File: src/rtl/buffering_multi_pkg.sv
// Shared types for the multi-ID request buffer: output FSM states, input routes and transaction sources.
package buffering_multi_pkg;

  typedef enum logic [1:0] {IDLE, DATA, XFER} out_state_t;
  typedef enum logic [1:0] {DIR, BUF, DROP} route_t;
  typedef enum logic {SRC_DIR, SRC_BUF} src_t;

  // A buffered transaction occupies one entry per beat.
  localparam int unsigned PAIR_ENTRIES = 2;
  localparam int unsigned DROP_CNT_W   = 16;

endpackage

File: src/rtl/qs_fifo.sv
// Small synchronous FIFO with show-ahead read; occupancy is tracked by the instantiating block.
module qs_fifo #(
  parameter int unsigned DATA_W = 8,
  parameter int unsigned DEPTH  = 16
) (
  input  logic              clk,
  input  logic              rst,
  input  logic              push_i,
  input  logic [DATA_W-1:0] push_data_i,
  input  logic              pop_i,
  output logic [DATA_W-1:0] pop_data_o
);

  localparam int unsigned PTR_W = $clog2(DEPTH);

  logic [DATA_W-1:0] mem_q [DEPTH];
  logic [PTR_W-1:0]  wr_ptr_q, wr_ptr_d;
  logic [PTR_W-1:0]  rd_ptr_q, rd_ptr_d;

  function automatic logic [PTR_W-1:0] ptr_inc(input logic [PTR_W-1:0] p);
    return (p == PTR_W'(DEPTH - 1)) ? '0 : p + PTR_W'(1);
  endfunction

  always_comb begin
    wr_ptr_d = wr_ptr_q;
    rd_ptr_d = rd_ptr_q;
    if (push_i) wr_ptr_d = ptr_inc(wr_ptr_q);
    if (pop_i)  rd_ptr_d = ptr_inc(rd_ptr_q);
  end

  always_ff @(posedge clk or posedge rst) begin
    if (rst) begin
      wr_ptr_q <= '0;
      rd_ptr_q <= '0;
    end else begin
      wr_ptr_q <= wr_ptr_d;
      rd_ptr_q <= rd_ptr_d;
    end
  end

  always_ff @(posedge clk) begin
    if (push_i) mem_q[wr_ptr_q] <= push_data_i;
  end

  assign pop_data_o = mem_q[rd_ptr_q];

endmodule

File: src/rtl/buffering_multi.sv
// Packs 2-beat stream transactions into device writes, parking masked IDs in a FIFO while opmode is low.
// Define BUFFERING_MULTI_DROP_EN to drop (and count) buffered transactions that find the FIFO full.
module buffering_multi
  import buffering_multi_pkg::*;
#(
  parameter int unsigned            DATA_W       = 16,
  parameter int unsigned            TID_W        = 3,
  parameter int unsigned            DEPTH        = 16,
  parameter logic [2**TID_W-1:0]    BUF_TID_MASK = 8'h20
) (
  input  logic                      clk,
  input  logic                      reset,
  input  logic                      req_tvalid_i,
  input  logic [TID_W-1:0]          req_tid_i,
  input  logic [DATA_W-1:0]         req_tdata_i,
  output logic                      req_tready_o,
  output logic                      dev_valid_o,
  output logic [DATA_W+TID_W-1:0]   dev_addr_o,
  output logic [DATA_W-1:0]         dev_data_o,
  input  logic                      dev_ready_i,
  input  logic                      dev_opmode_i,
  output logic [$clog2(DEPTH):0]    buf_level_o
`ifdef BUFFERING_MULTI_DROP_EN
  ,
  output logic [DROP_CNT_W-1:0]     drop_cnt_o
`endif
);

  localparam int unsigned LVL_W  = $clog2(DEPTH) + 1;
  localparam int unsigned ENT_W  = TID_W + DATA_W;
  localparam int unsigned ADDR_W = DATA_W + TID_W;

  out_state_t          state_q, state_d;
  src_t                src_q, src_d;
  logic [ADDR_W-1:0]   addr_q, addr_d;
  logic [DATA_W-1:0]   data_q, data_d;
  logic                valid_q, valid_d;
  logic [LVL_W-1:0]    level_q, level_d;
  logic [LVL_W-1:0]    pairs_q, pairs_d;
  logic                drain_q, drain_d;
  logic                in_half_q, in_half_d;
  route_t              in_route_q, in_route_d;

  route_t              beat0_route_c, cur_route_c;
  logic                room_c, drain_sel_c, tready_c, acc_c;
  logic                push_c, pop_c, pair_push_c, pair_pop_c;
  logic [ENT_W-1:0]    pop_data_c;

  qs_fifo #(
    .DATA_W (ENT_W),
    .DEPTH  (DEPTH)
  ) u_fifo (
    .clk         (clk),
    .rst         (~reset),
    .push_i      (push_c),
    .push_data_i ({req_tid_i, req_tdata_i}),
    .pop_i       (pop_c),
    .pop_data_o  (pop_data_c)
  );

  // Input router: route fixed at beat0, beat1 follows; BUF beat0 reserves room for its beat1.
  always_comb begin
    room_c      = (level_q <= LVL_W'(DEPTH - PAIR_ENTRIES));
    drain_sel_c = (state_q == IDLE) && (drain_q || (dev_opmode_i && (pairs_q != '0)));
    beat0_route_c = DIR;
    if (!dev_opmode_i && BUF_TID_MASK[req_tid_i]) begin
`ifdef BUFFERING_MULTI_DROP_EN
      beat0_route_c = room_c ? BUF : DROP;
`else
      beat0_route_c = BUF;
`endif
    end
    cur_route_c = in_half_q ? in_route_q : beat0_route_c;
    tready_c = 1'b0;
    if (!in_half_q) begin
      case (beat0_route_c)
        DIR:     tready_c = (state_q == IDLE) && !drain_sel_c;
        BUF:     tready_c = room_c;
        default: tready_c = 1'b1;
      endcase
    end else begin
      case (in_route_q)
        DIR:     tready_c = (state_q == DATA) && (src_q == SRC_DIR);
        default: tready_c = 1'b1;
      endcase
    end
    tready_c    = tready_c && reset;
    acc_c       = req_tvalid_i && tready_c;
    push_c      = acc_c && (cur_route_c == BUF);
    pair_push_c = push_c && in_half_q;
    pair_pop_c  = (state_q == DATA) && (src_q == SRC_BUF);
    pop_c       = drain_sel_c || pair_pop_c;
    in_half_d   = acc_c ? !in_half_q : in_half_q;
    in_route_d  = (acc_c && !in_half_q) ? beat0_route_c : in_route_q;
    level_d     = level_q + LVL_W'(push_c) - LVL_W'(pop_c);
    pairs_d     = pairs_q + LVL_W'(pair_push_c) - LVL_W'(pair_pop_c);
    drain_d     = (drain_q || drain_sel_c) && (pairs_d != '0);
  end

  // Output FSM: capture address beat, then data beat, then hold until the device takes it.
  always_comb begin
    state_d = state_q;
    src_d   = src_q;
    addr_d  = addr_q;
    data_d  = data_q;
    valid_d = valid_q;
    case (state_q)
      IDLE: begin
        if (drain_sel_c) begin
          addr_d  = {pop_data_c[DATA_W-1:0], pop_data_c[ENT_W-1:DATA_W]};
          src_d   = SRC_BUF;
          state_d = DATA;
        end else if (acc_c && !in_half_q && (beat0_route_c == DIR)) begin
          addr_d  = {req_tdata_i, req_tid_i};
          src_d   = SRC_DIR;
          state_d = DATA;
        end
      end
      DATA: begin
        if (src_q == SRC_BUF) begin
          data_d  = pop_data_c[DATA_W-1:0];
          valid_d = 1'b1;
          state_d = XFER;
        end else if (acc_c && in_half_q && (in_route_q == DIR)) begin
          data_d  = req_tdata_i;
          valid_d = 1'b1;
          state_d = XFER;
        end
      end
      XFER: begin
        if (dev_ready_i) begin
          valid_d = 1'b0;
          state_d = IDLE;
        end
      end
      default: begin
        valid_d = 1'b0;
        state_d = IDLE;
      end
    endcase
  end

  always_ff @(posedge clk or negedge reset) begin
    if (!reset) begin
      state_q    <= IDLE;
      src_q      <= SRC_DIR;
      addr_q     <= '0;
      data_q     <= '0;
      valid_q    <= 1'b0;
      level_q    <= '0;
      pairs_q    <= '0;
      drain_q    <= 1'b0;
      in_half_q  <= 1'b0;
      in_route_q <= DIR;
    end else begin
      state_q    <= state_d;
      src_q      <= src_d;
      addr_q     <= addr_d;
      data_q     <= data_d;
      valid_q    <= valid_d;
      level_q    <= level_d;
      pairs_q    <= pairs_d;
      drain_q    <= drain_d;
      in_half_q  <= in_half_d;
      in_route_q <= in_route_d;
    end
  end

`ifdef BUFFERING_MULTI_DROP_EN
  logic [DROP_CNT_W-1:0] drop_cnt_q, drop_cnt_d;

  // Saturating count of transactions discarded at beat0.
  always_comb begin
    drop_cnt_d = drop_cnt_q;
    if (acc_c && !in_half_q && (beat0_route_c == DROP) && (drop_cnt_q != '1))
      drop_cnt_d = drop_cnt_q + DROP_CNT_W'(1);
  end

  always_ff @(posedge clk or negedge reset) begin
    if (!reset) drop_cnt_q <= '0;
    else        drop_cnt_q <= drop_cnt_d;
  end

  assign drop_cnt_o = drop_cnt_q;
`endif

  assign req_tready_o = tready_c;
  assign dev_valid_o  = valid_q;
  assign dev_addr_o   = addr_q;
  assign dev_data_o   = data_q;
  assign buf_level_o  = level_q;

endmodule

File: config.mk
export PLATFORM = sky130hd
export DESIGN_NAME = buffering_multi
export DESIGN_NICKNAME = d
export VERILOG_FILES = /design/src/rtl/buffering_multi_pkg.sv /design/src/rtl/qs_fifo.sv /design/src/rtl/buffering_multi.sv
export SDC_FILE = /design/constraint.sdc
export NUM_CORES = 1
export LEC_CHECK = 0
export ABC_AREA = 1
export CORE_AREA = 5 5 210 212
export DETAILED_ROUTE_END_ITERATION = 10
export DIE_AREA = 0 0 215 217
export GPL_TIMING_DRIVEN = 0
export SETUP_SLACK_MARGIN = 0.2
export SKIP_LAST_GASP = 1
export SLEW_MARGIN = 40
export SYNTH_ARGS = -nofsm -noshare
export SYNTH_HDL_FRONTEND = slang
export SYNTH_SLANG_ARGS = --single-unit
File: constraint.sdc
create_clock -name clk -period 3.9 [get_ports clk]
set_input_delay 0.39 -clock clk [delete_from_list [all_inputs] [get_ports clk]]
set_output_delay 0.39 -clock clk [all_outputs]
set_load 0.03 [all_outputs]
# After elaboration in Yosys (flattened, before gate mapping)
# Memories as Yosys holds them, arrays and structs flattened.
# Cells that the tools add are included.
dict set report totals {
  output_inout_bits 42
  mem_bits_ro 8
  ram_bits 304
  regBits 61
  mem_count 2
  wordCells 91
}
dict set report classes {
  n_eq_ne 9
  order_cmp 2
  reduce_logical 32
  addsub 6
  n_bitwise 2
  mux 26
}
# name words width read_ports rd_ports_with_merged_regs wr line_no
set memory_table {}
lappend memory_table {u_fifo.mem_q 16 19 1 0 1 qs_fifo.sv:16} ;# logic [DATA_W-1:0] mem_q [DEPTH];
lappend memory_table {{(no name shown)} 8 1 1 0 0 buffering_multi.sv:66} ;# if (!dev_opmode_i && BUF_TID_MASK[req_tid_i]) begin
# operator count
set op_table {}
lappend op_table {{$mux 19} 2}
lappend op_table {{$mux 16} 2}
lappend op_table {{$logic_and 1x1->1} 15}
lappend op_table {{$mux 2} 6}
lappend op_table {{$mux 1} 11}
lappend op_table {{$add 5x1->5} 2}
lappend op_table {{$reduce_bool 5->1} 2}
lappend op_table {{$sub 5x1->5} 2}
lappend op_table {{$add 4x1->4 const B} 2}
lappend op_table {{$eq 4x4->1 const B} 2}
lappend op_table {{$mux 4} 2}
lappend op_table {{$logic_not 2->1} 3}
lappend op_table {{$ne 3x2->1 const B} 2}
lappend op_table {{$pmux 2 s3} 1}
lappend op_table {{$reduce_and 3->1} 2}
lappend op_table {{$le 5x4->1 const B} 1}
lappend op_table {{$eq 2x1->1 const B} 2}
lappend op_table {{$lt 3x4->1 const B} 1}
lappend op_table {{$reduce_and 2->1} 2}
lappend op_table {{$reduce_bool 2->1} 2}
lappend op_table {{$logic_not 1->1} 3}
lappend op_table {{$logic_or 1x1->1} 3}
lappend op_table {{$pmux 1 s3} 1}
lappend op_table {{$eq 2x2->1 const B} 1}
lappend op_table {{other kinds (4)} 5}

# Longest topological paths before layout
# Gate-level depths: netlist (run 1).
dict set report depth {
  word_depth 16
  mapped_depth 22
  depth_no_buf 21
}

# Hierarchy
# Synthesis (run 1) repeated with hierarchy kept, for this count alone.
dict set report unflattened {
  hier_cells 1650
  hier_area_um2 16379.5
}
# module seq_area_each_um2 instances area_each_um2 cells_per_inst
set modules_own_cells {}
lappend modules_own_cells {qs_fifo 9328.9 1 13489.2 1291}
lappend modules_own_cells {buffering_multi 1301.2 1 2890.3 359}

# Worst setup path before layout (run 1)
# Ideal clock, no wire load.
dict set report synth_timing {
  path_kind {register to register}
  from {register level_q[2] (netlist: buf_level_o[2])}
  to {register drain_q}
  slack_ns 0.668
  t_arrival_ns 3.099
  path_stages_with_launch 19
  n_path_buf 1
  setup_ns 0.133
  cell_sequence {dfrtp_1 > ha_1 > nand2_1 > nor2_1 > nor2_1 > nor2_1 > nor2_1 > nand2_2 > nand3_4 > nor2_2 > buf_4 > nand2_1 > ha_1 > inv_1 > ha_1 > fa_1 > or2_2 > nor4_1 > a21oi_1}
}
dict set report synth_via {
  elab_chain_cells 11
}
# element line_no
set synth_lines {}
lappend synth_lines {{from (decl)} buffering_multi.sv:38} ;# logic [LVL_W-1:0] level_q, level_d;
lappend synth_lines {{from (signal assigned)} buffering_multi.sv:161} ;# level_q <= level_d;
lappend synth_lines {{$le 5x4->1} buffering_multi.sv:63} ;# room_c = (level_q <= LVL_W'(DEPTH - PAIR_ENTRIES));
lappend synth_lines {{$pmux 1 s2} buffering_multi.sv:76} ;# case (beat0_route_c)
lappend synth_lines {{$mux 1} buffering_multi.sv:75} ;# if (!in_half_q) begin
lappend synth_lines {{$logic_and 1x1->1} buffering_multi.sv:87} ;# tready_c = tready_c && reset;
lappend synth_lines {{$logic_and 1x1->1} buffering_multi.sv:88} ;# acc_c = req_tvalid_i && tready_c;
lappend synth_lines {{$logic_and 1x1->1} buffering_multi.sv:89} ;# push_c = acc_c && (cur_route_c == BUF);
lappend synth_lines {{$logic_and 1x1->1} buffering_multi.sv:90} ;# pair_push_c = push_c && in_half_q;
lappend synth_lines {{$add 5x1->5} buffering_multi.sv:96} ;# pairs_d = pairs_q + LVL_W'(pair_push_c) - LVL_W'(pair_pop_c);
lappend synth_lines {{$sub 5x1->5} buffering_multi.sv:96}
lappend synth_lines {{via pairs_d[1]} buffering_multi.sv:39} ;# logic [LVL_W-1:0] pairs_q, pairs_d;
lappend synth_lines {{$reduce_bool 5->1} buffering_multi.sv:97} ;# drain_d = (drain_q || drain_sel_c) && (pairs_d != '0);
lappend synth_lines {{$logic_and 1x1->1} buffering_multi.sv:97}
lappend synth_lines {{via drain_d} buffering_multi.sv:40} ;# logic drain_q, drain_d;
lappend synth_lines {{to (signal assigned)} buffering_multi.sv:163} ;# drain_q <= drain_d;
lappend synth_lines {{to (decl)} buffering_multi.sv:40}
# The timed path passes the listed nets, and every way through them passes these cells.
# A chain may end at the register's enable or synchronous reset.

# Final worst setup path (run 1)
dict set report layout_timing {
  from {input port reset}
  to {register drain_q}
}
dict set report layout_via {
  elab_chain_cells 8
}
# element line_no
set layout_lines {}
lappend layout_lines {{from (decl)} buffering_multi.sv:12} ;# input logic reset,
lappend layout_lines {{$logic_and 1x1->1} buffering_multi.sv:87}
lappend layout_lines {{$logic_and 1x1->1} buffering_multi.sv:88}
lappend layout_lines {{$logic_and 1x1->1} buffering_multi.sv:89}
lappend layout_lines {{$logic_and 1x1->1} buffering_multi.sv:90}
lappend layout_lines {{$add 5x1->5} buffering_multi.sv:96}
lappend layout_lines {{$sub 5x1->5} buffering_multi.sv:96}
lappend layout_lines {{via pairs_d[1]} buffering_multi.sv:39}
lappend layout_lines {{$reduce_bool 5->1} buffering_multi.sv:97}
lappend layout_lines {{$logic_and 1x1->1} buffering_multi.sv:97}
lappend layout_lines {{via drain_d} buffering_multi.sv:40}
# The timed path passes the listed nets, and every way through them passes these cells.

==> results.sh, run 1 <==
export IMPL_grt_setup_unrepaired="no"
export IMPL_report_final_setup_viol=0
export IMPL_setup_worst_path_start_class="input port"
export IMPL_critical_path_slowest_cell="sky130_fd_sc_hd__dlygate4sd3_1"
export IMPL_insertion_delay_ns=0.54
export IMPL_tritoncts_clock_tree="built"
export IMPL_setup_tns_final_ns=0
export IMPL_cts_root_buf="sky130_fd_sc_hd__clkbuf_16"
export IMPL_critical_path_buf_inv_count=6
export IMPL_rr_startpoint="pairs_q[2]"
export IMPL_synth_cell_area_um2=15290
export IMPL_antenna_diode_count=0
export IMPL_route_antenna_remaining_nets=0
export IMPL_synth_ff_latch_count=364
export IMPL_timing_reg2reg_setup_slack_ns=0.53
export IMPL_detailedPlacementHpwl_um=30270
export IMPL_dominant_delay_contributor_by_cell_family_on_the_critical_path="buffers and inverters"
export IMPL_min_period_ns=3.392
export IMPL_worstSetupPathType="input port to flop"
export IMPL_grt_start_max_net_pins=42
export IMPL_place_inst=1978
export IMPL_rows=75
export IMPL_timing_critical_path_depth=16
export IMPL_data_required_critical_path_ns=4.31
export IMPL_clk_path_buf_depth=3
export IMPL_worst_path_max_fanout=22
export IMPL_post_route_cells_drive_above_1_share_pct=11.16
export IMPL_critical_path_max_stage_delay_ns=0.54
export IMPL_power_density_cell_area_nw_per_um2=779.4
export IMPL_cts_reportedPaths_clkPinSlew_ns=0.06
export IMPL_dr_first_iter_drc_count=976
export IMPL_synth_enable_flop_cells=304
export IMPL_width_of_the_die_um=215
export IMPL_grt_remaining_overflow=0
export IMPL_core_um2=41760
export IMPL_avgRoutedWirePerCell_um=21.41
export IMPL_htree_num_levels=2
export IMPL_p_leak_nw=6.924
export IMPL_critPathCaptureType="flop"
export IMPL_worst_slew_margin_relative_to_its_limit_pct=44.74
export IMPL_cp_startpoint="reset"
export IMPL_initial_utilization_pct=36.63
export IMPL_yosys_most_used_dff="sky130_fd_sc_hd__edfxtp_1"
export IMPL_ys_top_cells_by_area="sky130_fd_sc_hd__edfxtp_1 (60%), sky130_fd_sc_hd__dfrtp_1 (9.8%), sky130_fd_sc_hd__nand2_1 (9.5%)"
export IMPL_cells_along_the_critical_path="dlygate4sd3_1 > buf_6 > buf_16 > inv_1 > a21oi_4 > nand3_4 > nor2_4 > buf_4 > nand2_1 > ha_1 > inv_1 > ha_1 > fa_2 > or2_2 > nor4_2 > a21oi_1"
export IMPL_fraction_of_synthesized_cell_area_taken_by_the_top_area_cell_type_pct=59.69
export IMPL_outcome="finished, final reports clean"
export IMPL_final_net_count=1528
export IMPL_crit_path_end="drain_q"
export IMPL_grt_antenna_before_repair=1
export IMPL_crit_reg2reg_capture="drain_q"
export IMPL_total_power_of_the_final_layout_w=0.01437
export IMPL_area_growth_synth_to_final_pct=20.55
export IMPL_post_route_period_util_pct=86.98
export IMPL_first_global_vias=10550
export IMPL_number_of_max_slew_violations_in_the_final_report=0
export IMPL_hold_worst_slack_ns=0.2627
export IMPL_finalWeightedCongestion=0.8277
export IMPL_tightest_slew_ns=0.8263
export IMPL_mappedNetlistNets=1402
export IMPL_worst_clock_skew_ns=0.01740
export IMPL_number_of_filler_cells_placed_in_the_layout=3773
export IMPL_global_route_wire_length_before_repair_um=66250
export IMPL_track_usage_pct=18.59
export IMPL_wirelength_um=43950
export IMPL_tritoncts_num_sinks=364
export IMPL_synth_yosys_warnings=0
export IMPL_synth_largest_area_cell="sky130_fd_sc_hd__edfxtp_1"
export IMPL_rr_worst_depth=19
export IMPL_worstPathArrival_ns=3.80
export IMPL_boundaryPins=66
export IMPL_synthArstFlopShare_pct=16.48
export IMPL_stdcell_count=2053
export IMPL_fp_dieArea_um2=46660
export IMPL_max_clock_freq_ghz=0.2948
export IMPL_hp_class="input port to asynchronous set/reset pin"
export IMPL_cap_violations=0
export IMPL_avgSynthCellArea_um2=11.27
export IMPL_yosysSeqAreaShare_pct=69.50
export IMPL_io_buffer_count=65
export IMPL_via_count=10700
export IMPL_vdd_ir_drop_max_v=0.0004067
export IMPL_residual_drc=0
export IMPL_floorplan_die_height_um=217
export IMPL_cts_inserted_buffers=39
export IMPL_routed_via_density=5.213
export IMPL_postSynthCellCount=1357
export IMPL_distinct_cells_synth=37
export IMPL_hold_violations=0
export IMPL_drtPass1Iterations=5
## synthesized netlist by cell type (all sizes together) (6+ instances only)
| cell type | instances |
|---|---|
| a21oi | 33 |
| a31oi | 9 |
| buf | 58 |
| clkbuf | 11 |
| dfrtp | 60 |
| edfxtp | 304 |
| ha | 19 |
| inv | 46 |
| nand2 | 396 |
| nand3 | 115 |
| nor2 | 137 |
| o211ai | 16 |
| o21ai | 123 |
| o22ai | 6 |
| xor2 | 10 |
## stage by stage
step                      cell area [um^2]  setup slack (ns)  utilization (%)
final                                18440            0.5077            44.15
after global placement               16620            -2.565            39.80
after CTS                            18380            0.2157            44.01
after floorplan                      15290            0.6685                -
after detailed placement             17160           -0.4547            41.08
after global routing                 18440            0.2121            44.15
## cells in the final DEF, fill, tap and decap left out, types with 4 or more instances in the layout
| cell | netlist | routed |
|---|---|---|
| sky130_fd_sc_hd__buf_1 | 5 | 5 |
| sky130_fd_sc_hd__clkbuf_1 | 11 | 17 |
| sky130_fd_sc_hd__inv_2 | 4 | 4 |
| sky130_fd_sc_hd__buf_4 | 14 | 15 |
| sky130_fd_sc_hd__nor2_1 | 133 | 117 |
| sky130_fd_sc_hd__xor2_1 | 10 | 10 |
| sky130_fd_sc_hd__dfrtp_1 | 60 | 60 |
| sky130_fd_sc_hd__buf_16 | 0 | 14 |
| sky130_fd_sc_hd__o21ai_0 | 93 | 93 |
| sky130_fd_sc_hd__clkdlybuf4s50_1 | 0 | 59 |
| sky130_fd_sc_hd__nand3_1 | 114 | 114 |
| sky130_fd_sc_hd__nor2_4 | 2 | 19 |
| sky130_fd_sc_hd__o21ai_1 | 30 | 30 |
| sky130_fd_sc_hd__o22ai_1 | 6 | 6 |
| sky130_fd_sc_hd__inv_1 | 39 | 39 |
| sky130_fd_sc_hd__clkinv_2 | 0 | 5 |
| sky130_fd_sc_hd__clkinv_1 | 1 | 13 |
| sky130_fd_sc_hd__clkbuf_16 | 0 | 40 |
| sky130_fd_sc_hd__buf_6 | 5 | 6 |
| sky130_fd_sc_hd__buf_2 | 34 | 36 |
| sky130_fd_sc_hd__ha_1 | 19 | 19 |
| sky130_fd_sc_hd__a31oi_1 | 9 | 9 |
| sky130_fd_sc_hd__nand2_1 | 389 | 389 |
| sky130_fd_sc_hd__o211ai_1 | 16 | 16 |
| sky130_fd_sc_hd__nand2_2 | 5 | 5 |
| sky130_fd_sc_hd__a21oi_1 | 32 | 31 |
| sky130_fd_sc_hd__edfxtp_1 | 304 | 304 |
## registers in the layout, summed over array words and instances (netlist names), 2 cells and up
register / flops
state_q: 2
u_fifo.wr_ptr_q: 4
dev_data_o: 16
buf_level_o: 5
u_fifo.mem_q: 304
u_fifo.rd_ptr_q: 4
pairs_q: 5
dev_addr_o: 19
## report_power, final
part | internal (W) | switching [W] | leakage [nW] | total [W]
Sequential | 0.00458 | 0.000234 | 3.45 | 0.00481
Combinational | 0.00189 | 0.00410 | 2.88 | 0.00599
Clock | 0.00204 | 0.00153 | 0.587 | 0.00357
## metal layers
metal	up-vias	global-route usage [%]	wire length, um
met3	60	2.863	3428
li1	4945	-	-
met4	2	4.587	913
met1	5283	26.07	18640
met2	412	30.74	20960
met5	-	0	12
## worst min path at each step
stage	from	endpoint	slack, ns	cells past startpoint
after floorplan	reset	buf_level_o[0]	0.09	0
after global placement	dev_valid_o	dev_valid_o	0.46	2
final	reset	dev_addr_o[9]	0.26	2
after global routing	reset	dev_data_o[13]	0.28	2
after detailed placement	reset	dev_data_o[6]	0.30	1
after CTS	reset	dev_addr_o[9]	0.27	2
## repair_timing
action / CTS / global route
setup buffers: 0 / 1
cloned: 0 / 1
hold buffers: 1 / 0
endpoints found under the hold margin: 20 / 0
endpoints found under the setup margin: 1 / 3
resized for setup: 2 / 7
## area by class of cell
cell class                 count  area (um^2)  area share (%)
clock inverter                27        217.7           1.181
multi-input combinational    877         4227           22.92
inverter                      47        183.9          0.9976
buffer                        69        391.6           2.124
timing repair buffer          85         1115           6.046
sequential                   364        10630           57.65
tap                          539        674.4           3.658
clock buffer                  45        998.5           5.415
## logic make-up after synthesis
| logic type | after synthesis | share of synthesized area [%] |
|---|---|---|
| compound gates | 191 | 6.790 |
| fa+ha+maj | 21 | 1.816 |
| simple gates | 654 | 17.50 |
| buf+inv | 116 | 3.763 |
| xor+xnor | 11 | 0.6299 |
| flops | 364 | 69.50 |
No activity file was read; power rests on OpenSTA's default activity.
==> run 2, diff against run 1 <==
--- a/config.mk
+++ b/config.mk
@@ -10,6 +10,7 @@
 export DETAILED_ROUTE_END_ITERATION = 10
 export DIE_AREA = 0 0 215 217
 export GPL_TIMING_DRIVEN = 0
+export PLACE_DENSITY = 0.54
 export SETUP_SLACK_MARGIN = 0.2
 export SKIP_LAST_GASP = 1
 export SLEW_MARGIN = 40
==> results.sh, run 2 (synthesis gave the netlist of run 1 again) <==
export IMPL_io_buffer_count=65
export IMPL_cells_along_the_critical_path="inv_1 > ha_1 > inv_1 > nor2_1 > nand2_1 > nand2_1 > nand4_1 > nand2_2 > nand3_4 > nor2_4 > buf_4 > nand2_1 > ha_1 > inv_1 > ha_1 > fa_1 > or2_2 > nor4_2 > a21oi_1"
export IMPL_cts_root_buf="sky130_fd_sc_hd__clkbuf_16"
export IMPL_drtPass1Iterations=5
export IMPL_final_net_count=1528
export IMPL_max_clock_freq_ghz=0.2954
export IMPL_largest_register_ffs=304
export IMPL_regArea_um2=10630
export IMPL_width_of_the_die_um=215
export IMPL_critical_path_max_stage_delay_ns=0.47
export IMPL_vdd_ir_drop_max_v=0.0003997
export IMPL_tritoncts_num_sinks=364
export IMPL_power_density_cell_area_nw_per_um2=789.0
export IMPL_grt_start_max_net_pins=39
export IMPL_global_route_wire_length_before_repair_um=67240
export IMPL_critPathCaptureType="flop"
export IMPL_worst_clock_skew_ns=0.01553
export IMPL_timing_reg2reg_setup_slack_ns=0.51
export IMPL_multi_input_area_um2=4220
export IMPL_layout_commonest_cell="sky130_fd_sc_hd__nand2_1"
export IMPL_grt_antenna_before_repair=1
export IMPL_dr_first_iter_drc_count=981
export IMPL_grt_remaining_overflow=0
export IMPL_cap_violations=0
export IMPL_residual_drc=0
export IMPL_avgRoutedWirePerCell_um=22.08
export IMPL_setup_worst_path_start_class="flop"
export IMPL_first_global_vias=10390
export IMPL_outcome="finished, final reports clean"
export IMPL_worstPathArrival_ns=3.79
export IMPL_routed_via_density=5.142
export IMPL_detailedPlacementHpwl_um=31000
export IMPL_htree_num_levels=2
export IMPL_clk_path_buf_depth=3
export IMPL_post_route_cells_drive_above_1_share_pct=10.99
export IMPL_worst_path_max_fanout=10
export IMPL_critical_path_slowest_cell="sky130_fd_sc_hd__fa_1"
export IMPL_route_antenna_remaining_nets=0
export IMPL_tightest_slew_ns=0.8647
export IMPL_via_count=10540
export IMPL_min_period_ns=3.385
export IMPL_initial_utilization_pct=36.63
export IMPL_data_required_critical_path_ns=4.30
export IMPL_wl_met1_um=19910
export IMPL_dr_max_layer_used="met4"
export IMPL_postCtsSetupBuffers=0
export IMPL_area_growth_synth_to_final_pct=20.15
export IMPL_regMostFlops="u_fifo.mem_q"
export IMPL_post_route_period_util_pct=86.81
export IMPL_total_power_of_the_final_layout_w=0.01450
export IMPL_insertion_delay_ns=0.54
export IMPL_track_usage_pct=19.17
export IMPL_report_final_setup_viol=0
export IMPL_antenna_diode_count=0
export IMPL_worstSetupPathType="flop to flop"
export IMPL_rows=75
export IMPL_hold_violations=0
export IMPL_layout_common_cells="sky130_fd_sc_hd__nand2_1 (389), sky130_fd_sc_hd__edfxtp_1 (304), sky130_fd_sc_hd__nor2_1 (117), sky130_fd_sc_hd__nand3_1 (114), sky130_fd_sc_hd__o21ai_0 (93)"
export IMPL_hp_class="input port to flop"
export IMPL_number_of_max_slew_violations_in_the_final_report=0
export IMPL_cts_reportedPaths_clkPinSlew_ns=0.06
export IMPL_tritoncts_clock_tree="built"
export IMPL_worst_slew_margin_relative_to_its_limit_pct=42.35
export IMPL_postLayoutSetupSlackWorst_ns=0.5146
export IMPL_wl_met2_um=21220
export IMPL_cts_inserted_buffers=39
export IMPL_p_leak_nw=6.903
export IMPL_core_um2=41760
export IMPL_wirelength_um=45260
export IMPL_number_of_filler_cells_placed_in_the_layout=3830
export IMPL_fp_dieArea_um2=46660
export IMPL_boundaryPins=66
export IMPL_grt_setup_unrepaired="no"
export IMPL_placement_setup_worst_slack_ns=-0.4012
export IMPL_finalWeightedCongestion=0.8276
export IMPL_floorplan_die_height_um=217
export IMPL_met3WireLength_um=2973
-- run 2: power by group --
group,leakage [nW],internal [W],switching (W)
logic,2.85,0.00185,0.00415
registers,3.45,0.00458,0.000226
clock network,0.605,0.00220,0.00149
-- run 2: per-layer routing --
metal	vias to the layer above	GRT usage, %
met5	-	0
met4	0	5.654
met3	62	3.002
met2	340	31.33
met1	5187	26.79
li1	4952	-
-- run 2: path summary, 6_finish.rpt --
path                       cells after the start                   to            start
max                                           19              drain_q       pairs_q[3]
max in group asynchronous                      3   u_fifo.rd_ptr_q[2]            reset
min reg2reg                                    2          dev_valid_o      dev_valid_o
min                                            1  u_fifo.mem_q[0][12]  req_tdata_i[12]
min in group asynchronous                      3       dev_addr_o[14]            reset
max reg2reg                                   19              drain_q       pairs_q[3]
-- run 2: critical path: cells and delay by family, from the launching register on --
kind,cells,cell delay [ns]
and+or+nand+nor,10,1.36
DFF,1,0.39
AOI/OAI and AO/OA,1,0.06
adders and majority gates,4,1.09
buffers and inverters,4,0.34
-- run 2: layout make-up --
| cell class | instances | area share, % |
|---|---|---|
| plain buffers | 69 | 2.131 |
| clock buffers | 59 | 6.176 |
| clock inverters | 10 | 0.6877 |
| inverters | 47 | 1.001 |
| multi-input cells | 877 | 22.97 |
| flip-flops and latches | 364 | 57.85 |
| well taps | 539 | 3.670 |
| repair buffers | 85 | 5.522 |
-- run 2: repair_timing --
action	in CTS	in global routing
endpoints found under the hold margin	23	0
hold buffers	2	0
resized for setup	3	2
endpoints found under the setup margin	1	1
-- run 2: per-stage QoR --
stage	hold WS [ns]	std cells	area (um^2)	TNS, ns	util, %
global route	0.3250	2050	18380	0	44.01
global placement	0.4618	1961	16620	-767.94	39.80
detailed placement	0.3136	1979	17100	-0.5646	40.94
floorplan	0.09441	1357	15290	0	-
CTS	0.3381	2050	18380	0	44.00
finish	0.3338	2050	18380	0	44.01
